**config.mk**
```make
export PLATFORM = sky130hd
export DESIGN_NAME = moving_sum
export DESIGN_NICKNAME = d
export VERILOG_FILES = /design/src/rtl/moving_sum_pkg.sv /design/src/rtl/moving_sum.sv
export SDC_FILE = /design/constraint.sdc
export NUM_CORES = 1
export LEC_CHECK = 0
export ABC_AREA = 1
export CAP_MARGIN = 40
export CORE_MARGIN = 8
export CORE_UTILIZATION = 60
export CTS_BUF_LIST = sky130_fd_sc_hd__clkbuf_16
export DETAILED_ROUTE_END_ITERATION = 7
export PLACE_DENSITY_LB_ADDON = 0.05
export SYNTH_ARGS = -nofsm -noshare
export SYNTH_HDL_FRONTEND = slang
export SYNTH_SLANG_ARGS = --single-unit
```
**constraint.sdc**
```tcl
create_clock -name iClk -period 7.4 [get_ports iClk]
set_clock_uncertainty 0.1 [all_clocks]
set_input_delay 1.48 -clock iClk [delete_from_list [all_inputs] [get_ports iClk]]
set_output_delay 1.48 -clock iClk [all_outputs]
set_load 0.02 [all_outputs]
```
**src/rtl/moving_sum_pkg.sv**
```systemverilog
// Shared types and constant helpers for the sliding-window sum block.
package moving_sum_pkg;

  typedef enum logic [1:0] {
    EMPTY  = 2'd0,
    FILL   = 2'd1,
    STEADY = 2'd2
  } state_t;

  // Constant-evaluable ceil(log2(n)), used to derive the sum/count widths.
  function automatic int clog2(input int n);
    int r;
    r = 0;
    while ((1 << r) < n) r = r + 1;
    return r;
  endfunction

endpackage

```
**src/rtl/moving_sum.sv**
```systemverilog
// Running sum/average over the last DEPTH accepted samples, fed in parallel
// with an upstream DEPTH-stage shift register whose output is iDataOld.
module moving_sum
  import moving_sum_pkg::*;
#(
  parameter int BITWIDTH = 32,
  parameter int DEPTH    = 8,
  localparam int SUMWIDTH = BITWIDTH + clog2(DEPTH),
  localparam int CNTWIDTH = clog2(DEPTH + 1)
) (
  input  logic                iClk,
  input  logic                iRst,
  input  logic                iEn,
  input  logic                iClr,
  input  logic [BITWIDTH-1:0] iData,
  input  logic [BITWIDTH-1:0] iDataOld,
  output logic [SUMWIDTH-1:0] oSum,
  output logic [BITWIDTH-1:0] oAvg,
  output logic [CNTWIDTH-1:0] oCount,
  output logic                oValid
);

  localparam int LOG2D = clog2(DEPTH);
  localparam int SUMW1 = SUMWIDTH + 1;

  state_t              state, state_nxt;
  logic [SUMWIDTH-1:0] sum, sum_nxt;
  logic [CNTWIDTH-1:0] count, count_nxt;
  logic [SUMW1-1:0]    slide;

  // Extra bit keeps the add-then-subtract exact before truncation.
  assign slide = SUMW1'(sum) + SUMW1'(iData) - SUMW1'(iDataOld);

  always_comb begin
    state_nxt = state;
    sum_nxt   = sum;
    count_nxt = count;
    if (iClr) begin
      state_nxt = EMPTY;
      sum_nxt   = '0;
      count_nxt = '0;
    end else if (iEn) begin
      case (state)
        EMPTY, FILL: begin
          // iDataOld is stale while filling, so it is not subtracted.
          sum_nxt   = sum + SUMWIDTH'(iData);
          count_nxt = count + CNTWIDTH'(1);
          if (count == CNTWIDTH'(DEPTH - 1)) state_nxt = STEADY;
          else                               state_nxt = FILL;
        end
        STEADY: begin
          sum_nxt = slide[SUMWIDTH-1:0];
        end
        default: begin
          state_nxt = EMPTY;
          sum_nxt   = '0;
          count_nxt = '0;
        end
      endcase
    end
  end

  always_ff @(posedge iClk) begin
    if (iRst) begin
      state <= EMPTY;
      sum   <= '0;
      count <= '0;
    end else begin
      state <= state_nxt;
      sum   <= sum_nxt;
      count <= count_nxt;
    end
  end

  assign oSum   = sum;
  assign oAvg   = sum[SUMWIDTH-1:LOG2D];
  assign oCount = count;
  assign oValid = (state == STEADY);

endmodule
```
==> reports/qor.yml, run 1 <==
outcome:
  outcome: "complete, no violations"
timing:
  finalSetupViolCount: 0
  grt_setup_unrepaired: "no"
  tns_ns: 0
  worst_pin_slew_ns: 0.8421
  fmax_mhz: 220.4
  slew_viol_final: 0
  hold_viol_final: 0
  period_share_pct: 61.31
  layout_setup_ws_ns: 2.863
  maxSlewHeadroom_pct: 43.65
  layout_min_cycle_time_ns: 4.537
worst_setup_path:
  endpoint: "oValid"
  reg2reg_to: "oSum[2]"
  rr_startpoint: "state[1]"
  rr_worst_depth: 9
  r2r_slack_ns: 4.13
  crit_path_start: "state[1]"
  cp-start-kind: "flip-flop"
  required_ns: 5.82
  cp-end-kind: "primary output"
  critPathMaxFanout: 24
  arrival_ns: 2.96
  critPathKind: "flip-flop to primary output"
clocking:
  clk_path_buf_depth: 2
  cts_tree: "done"
  cts-root-buf: "clkbuf_16"
  cts_inserted_buffers: 5
  h-tree-depth: 2
  path_clk_slew_ns: 0.07
  cts_hold_buf: 0
  clk_latency_ns: 0.31
  cts_setup_buffers: 0
  post_cts_resized: 0
  clkSinkCount: 41
drt:
  vias_per_cell: 5.638
  drt-met1-wl_um: 11810
  ant_nets: 0
  wl_per_cell_um: 17.41
  drtIter0Drc: 1054
  wl_um: 28820
  top_layer: "met5"
  drc: 0
  wl_met2_um: 12550
  first_pass_iters: 6
  vias: 9331
  met3_length_um: 3821
cells_and_area:
  final_cell_mix: "nand2_1, inv_1, clkdlybuf4s50_1"
  mostFrequentLayoutCell: "nand2_1"
  diodes: 0
  layout-drive-gt1-share_pct: 4.598
  nets: 1648
  finalNonFillerCells: 1655
  areaGrowthSynthToFinish_pct: 19.22
global_route:
  grt_start_max_net_pins: 41
  grt_overflow: 0
  grt_pass1_vias: 8720
  antenna_found_initial: 1
  grt_pass1_wl_um: 44730
  grt_use_total_pct: 34.07
yosys:
  ys_ff_latch: 41
  ys_warn_count: 0
  synth_area_per_cell_um2: 5.711
  synth.distinct_cells: 40
  synth_seq_area_share_pct: 10.44
  syn_area_um2: 7864
  synth-main-ff-cell: "dfxtp_1"
  synth_nets: 1547
  synth_edf_count: 0
  syn_inst: 1377
  synthArstFlopShare_pct: 0
power:
  cellLeakagePower_nw: 5.087
  peakVddDrop_mv: 0.1064
  pwr_density_cell_nw_per_um2: 133.3
  power_mw: 1.250
die:
  ioPinCount: 140
  fp-row-count: 42
  fp.dieH_um: 130.5
  die_w_um: 130.5
  core_um2: 13030
  start_util_pct: 60.34
  dieArea_um2: 17030
hold_path:
  min_from: "oCount[1]"
  hold_class: "flip-flop to flip-flop"
placed_design:
  dp_cells: 1647
  pre_cts_slack_ns: 2.845
  gp_congestion: 1.001
  portBuffers: 139
  dp_hpwl_um: 24020
job:
  max_cap_violations: 0
==> through the flow <==
stage	utilization (%)	area, µm²	hold WS, ns
5_1_grt	71.94	9375	0.4437
3_3_place_gp	70.44	9180	0.3891
3_5_place_dp	70.65	9208	0.3993
2_1_floorplan	-	7864	0.3807
6_report	71.94	9375	0.4042
4_1_cts	71.94	9375	0.4091
==> power by group <==
group          internal (mW)  switching [mW]
logic                  0.260           0.471
registers              0.231          0.0164
clock network          0.159           0.113
total                  0.650           0.600
==> routing by layer <==
metal	track usage, %	vias to the layer above
li1	-	4469
met1	43.88	4259
met2	53.53	544
met3	10.47	57
met4	10.26	2
met5	0	-
==> registers in the layout, indices dropped and copies added (netlist names) <==
signal,cells
state,2
oSum,35
oCount,4
==> critical path, stage by stage (launching register included) <==
cell             delay (ns)
dfxtp_1                0.78
inv_1                  0.24
buf_16                 0.23
nor2_4                 0.62
clkdlybuf4s50_1        0.75
==> kinds of logic (layout without fill, tap and decap cells) <==
logic type / after synthesis / count (layout) / share of synthesized area [%]
DFF: 41 / 41 / 10.44
adders and majority gates: 102 / 102 / 19.38
xor gates and xnor gates: 6 / 6 / 0.6683
and+or+nand+nor: 640 / 640 / 35.70
buffers and inverters: 375 / 477 / 19.60
AOI/OAI and AO/OA: 213 / 213 / 14.21
==> synthesized netlist by cell type (3+ instances only) <==
cell type / n / area, µm²
a21oi_1: 123 / 615.6
buf_2: 8 / 40.04
buf_4: 33 / 247.7
clkbuf_1: 6 / 22.52
dfxtp_1: 41 / 820.8
fa_1: 33 / 660.6
ha_1: 69 / 863.3
inv_1: 322 / 1209
inv_2: 3 / 11.26
nand2_1: 344 / 1291
nand2_2: 26 / 162.7
nand3_1: 114 / 570.6
nand3_2: 6 / 60.06
nand3b_1: 6 / 45.04
nand4_1: 7 / 43.79
nor2_1: 96 / 360.4
nor2_2: 8 / 50.05
nor3_1: 16 / 80.08
nor3_2: 4 / 40.04
o211ai_1: 6 / 45.04
o21ai_0: 65 / 325.3
o21ai_1: 4 / 20.02
o21bai_1: 5 / 37.54
o22ai_1: 3 / 18.77
or2_1: 3 / 18.77
or2_2: 4 / 25.02
xnor2_1: 4 / 35.03
==> final cells by class <==
| class | instances | area, µm² |
|---|---|---|
| repair buffers | 143 | 1441 |
| inverters | 326 | 1224 |
| flip-flops and latches | 41 | 820.8 |
| clock inverters | 3 | 42.54 |
| multi-input cells | 961 | 5502 |
| fillers | 1225 | 3657 |
| well taps | 176 | 220.2 |
| clock buffers | 5 | 125.1 |
==> worst min path at each step <==
stage | cells past startpoint | endpoint | slack, ns
floorplan | 2 | state[0] | 0.38
global placement | 2 | state[0] | 0.39
detailed placement | 2 | oCount[1] | 0.40
CTS | 2 | state[0] | 0.41
global route | 2 | state[0] | 0.44
finish | 2 | oCount[1] | 0.40
No activity file was read; power rests on OpenSTA's default activity.
==> inputs of run 2 (changes only) <==
- CORE_UTILIZATION: 60 -> 55
- clock period: 7.4 -> 4.2 ns (I/O delays scaled with it)
==> run 2 against run 1 <==
Against the previous run: register-to-register slack lost 3.0 ns; global-route usage down 2.6 points; power grew 70%; sequential share of layout area barely moved; combinational power is 77% higher; worst setup slack got worse by 2.4 ns; first-iteration DRC count up 10%.
==> reports/qor.yml, run 2 (synthesized netlist as in run 1, its figures left out) <==
drt:
  drc: 0  # unchanged
  wl_per_cell_um: 17.45  # +0.20%
  first_pass_iters: 6  # unchanged
  vias_per_cell: 5.492  # -2.6%
  ant_nets: 0  # unchanged
  wl_um: 29000  # +0.63%
  vias: 9127  # -2.2%
  drtIter0Drc: 1161  # +10%
clocking:
  h-tree-depth: 2  # unchanged
  clk_latency_ns: 0.30  # about the same
  cts_inserted_buffers: 5  # unchanged
  cts_tree: "done"
  post_cts_resized: 0  # unchanged
  cts_setup_buffers: 0  # unchanged
  cts-root-buf: "clkbuf_16"
  path_clk_slew_ns: 0.07  # about the same
  clkSinkCount: 41  # unchanged
  clk_path_buf_depth: 2  # unchanged
  cts_hold_buf: 0  # unchanged
timing:
  finalSetupViolCount: 0  # unchanged
  maxSlewHeadroom_pct: 57.37  # +14 points
  fmax_mhz: 270.1
  period_share_pct: 88.15
  layout_min_cycle_time_ns: 3.702
  tns_ns: 0  # unchanged
  slew_viol_final: 0  # unchanged
  worst_pin_slew_ns: 0.6388  # -0.2033 ns
  hold_viol_final: 0  # unchanged
  grt_setup_unrepaired: "no"
  hold_ws_ns: 0.4078  # +0.003653 ns
global_route:
  grt_pass1_vias: 8740  # +0.23%
  busiest_layer: "met2"
  grt_overflow: 0  # unchanged
  met2_usage_pct: 48.89  # -4.6 points
  antenna_found_initial: 0  # -1
  grt_pass1_wl_um: 45730  # +2.2%
  grt_use_met3_pct: 6.417  # -4.1 points
  grt_use_total_pct: 31.49  # -2.6 points
  grt_start_max_net_pins: 40  # -2.4%
  grtUsageMet1_pct: 43.20  # -0.69 points
cells_and_area:
  diodes: 0  # unchanged
  areaGrowthSynthToFinish_pct: 19.20  # about the same
  layout-drive-gt1-share_pct: 4.791  # +0.19 points
  final_cell_mix: "nand2_1, inv_1, clkdlybuf4s50_1"
  nets: 1651  # +0.18%
  largest_register_ffs: 35  # unchanged
  mostFrequentLayoutCell: "nand2_1"
worst_setup_path:
  r2r_slack_ns: 1.10  # -3.03 ns
  rr_startpoint: "oSum[0]"
  crit_path_start: "iData[4]"
  reg2reg_to: "oSum[24]"
  cp_common_cell: "nand2_1"
  cp_cell_sequence: "clkdlybuf4s50_1 > inv_1 > fa_1 > inv_1 > ha_1 > a21oi_1 > nand2_1 > nand2_1 > nand3_2 > nand2_1 > nand2_2 > nand2_1 > nand3_1 > nand3_1 > nand3_1 > nand2_1 > inv_1"
  critPathMaxFanout: 5  # -79%
  cp-start-kind: "input port"
  endpoint: "oSum[33]"
  slowest_delay_ns: 0.53  # -0.25 ns
  arrival_ns: 3.80  # +0.84 ns
  critPathKind: "input port to flip-flop"
  cp_slowest_cell: "fa_1"
  cp-end-kind: "flip-flop"
  rr_worst_depth: 20  # +11
  required_ns: 4.29  # -1.53 ns
placed_design:
  portBuffers: 139  # unchanged
  dp_hpwl_um: 24480  # +1.9%
  gp_congestion: 1.024  # +2.3%
power:
  peakVddDrop_mv: 0.1921  # +81%
  cellLeakagePower_nw: 5.092  # +0.11%
  pwr_density_cell_nw_per_um2: 226.4  # +70%
die:
  dieArea_um2: 18380  # +8.0%
  start_util_pct: 56.43  # -3.9 points
  fp.dieH_um: 135.6  # +3.9%
  fp-row-count: 43  # +2.4%
  core_um2: 13930  # +6.9%
  die_w_um: 135.6  # +3.9%
  ioPinCount: 140  # unchanged
outcome:
  outcome: "complete, no violations"
hold_path:
  min_from: "state[0]"
  hold_class: "flip-flop to flip-flop"
job:
  max_cap_violations: 0  # unchanged
-- run 2: cell count changes in the layout (fill, tap and decap cells not counted) --
cell,before,now
buf_4,3,6
bufinv_16,1,0
clkinv_2,0,2
clkinv_4,1,0
-- run 2: power breakdown --
| part | switching [mW] | internal [mW] | leakage [nW] |
|---|---|---|---|
| Combinational | 0.830 | 0.460 | 4.68 |
| Clock | 0.181 | 0.217 | 0.0748 |
| Sequential | 0.0271 | 0.407 | 0.335 |
| Total | 1.04 | 1.08 | 5.09 |
-- run 2: area by class of cell --
| type | instances | area (µm²) |
|---|---|---|
| Sequential cell | 41 | 820.8 |
| Clock inverter | 3 | 13.76 |
| Clock buffer | 5 | 125.1 |
| Multi-Input combinational cell | 961 | 5502 |
| Inverter | 326 | 1224 |
| Timing Repair Buffer | 146 | 1464 |
| Tap cell | 180 | 225.2 |
| Fill cell | 1394 | 4561 |
-- run 2: critical path: cells and delay by family --
family | cells | cell delay (ns)
adder cells (fa/ha/maj) | 2 | 0.88
buffers and inverters | 4 | 0.66
AO/OA/AOI/OAI | 1 | 0.35
AND/OR/NAND/NOR | 10 | 1.04
-- run 2: per-stage QoR --
step	std cells	power, mW	setup slack, ns	util (%)	area [µm²]
floorplan	1377	1.295	1.207	-	7864
global placement	1653	1.676	0.2679	66.08	9208
detailed placement	1654	1.695	0.2717	66.27	9235
CTS	1662	2.092	0.5937	67.27	9374
global route	1662	2.276	0.2753	67.27	9374
finish	1662	2.122	0.4977	67.27	9374
-- run 2: worst min path at each step --
stage | cells after the start | endpoint | slack, ns
floorplan | 2 | state[0] | 0.38
global placement | 2 | state[0] | 0.39
detailed placement | 2 | state[0] | 0.40
CTS | 2 | state[0] | 0.41
global route | 2 | state[0] | 0.43
finish | 2 | state[0] | 0.41
-- run 2: metal layers --
metal | part of all wire, % | wire, µm
met1 | 43 | 12450
met2 | 44 | 12830
met3 | 11 | 3149
met4 | 2.0 | 567
met5 | 0 | 0
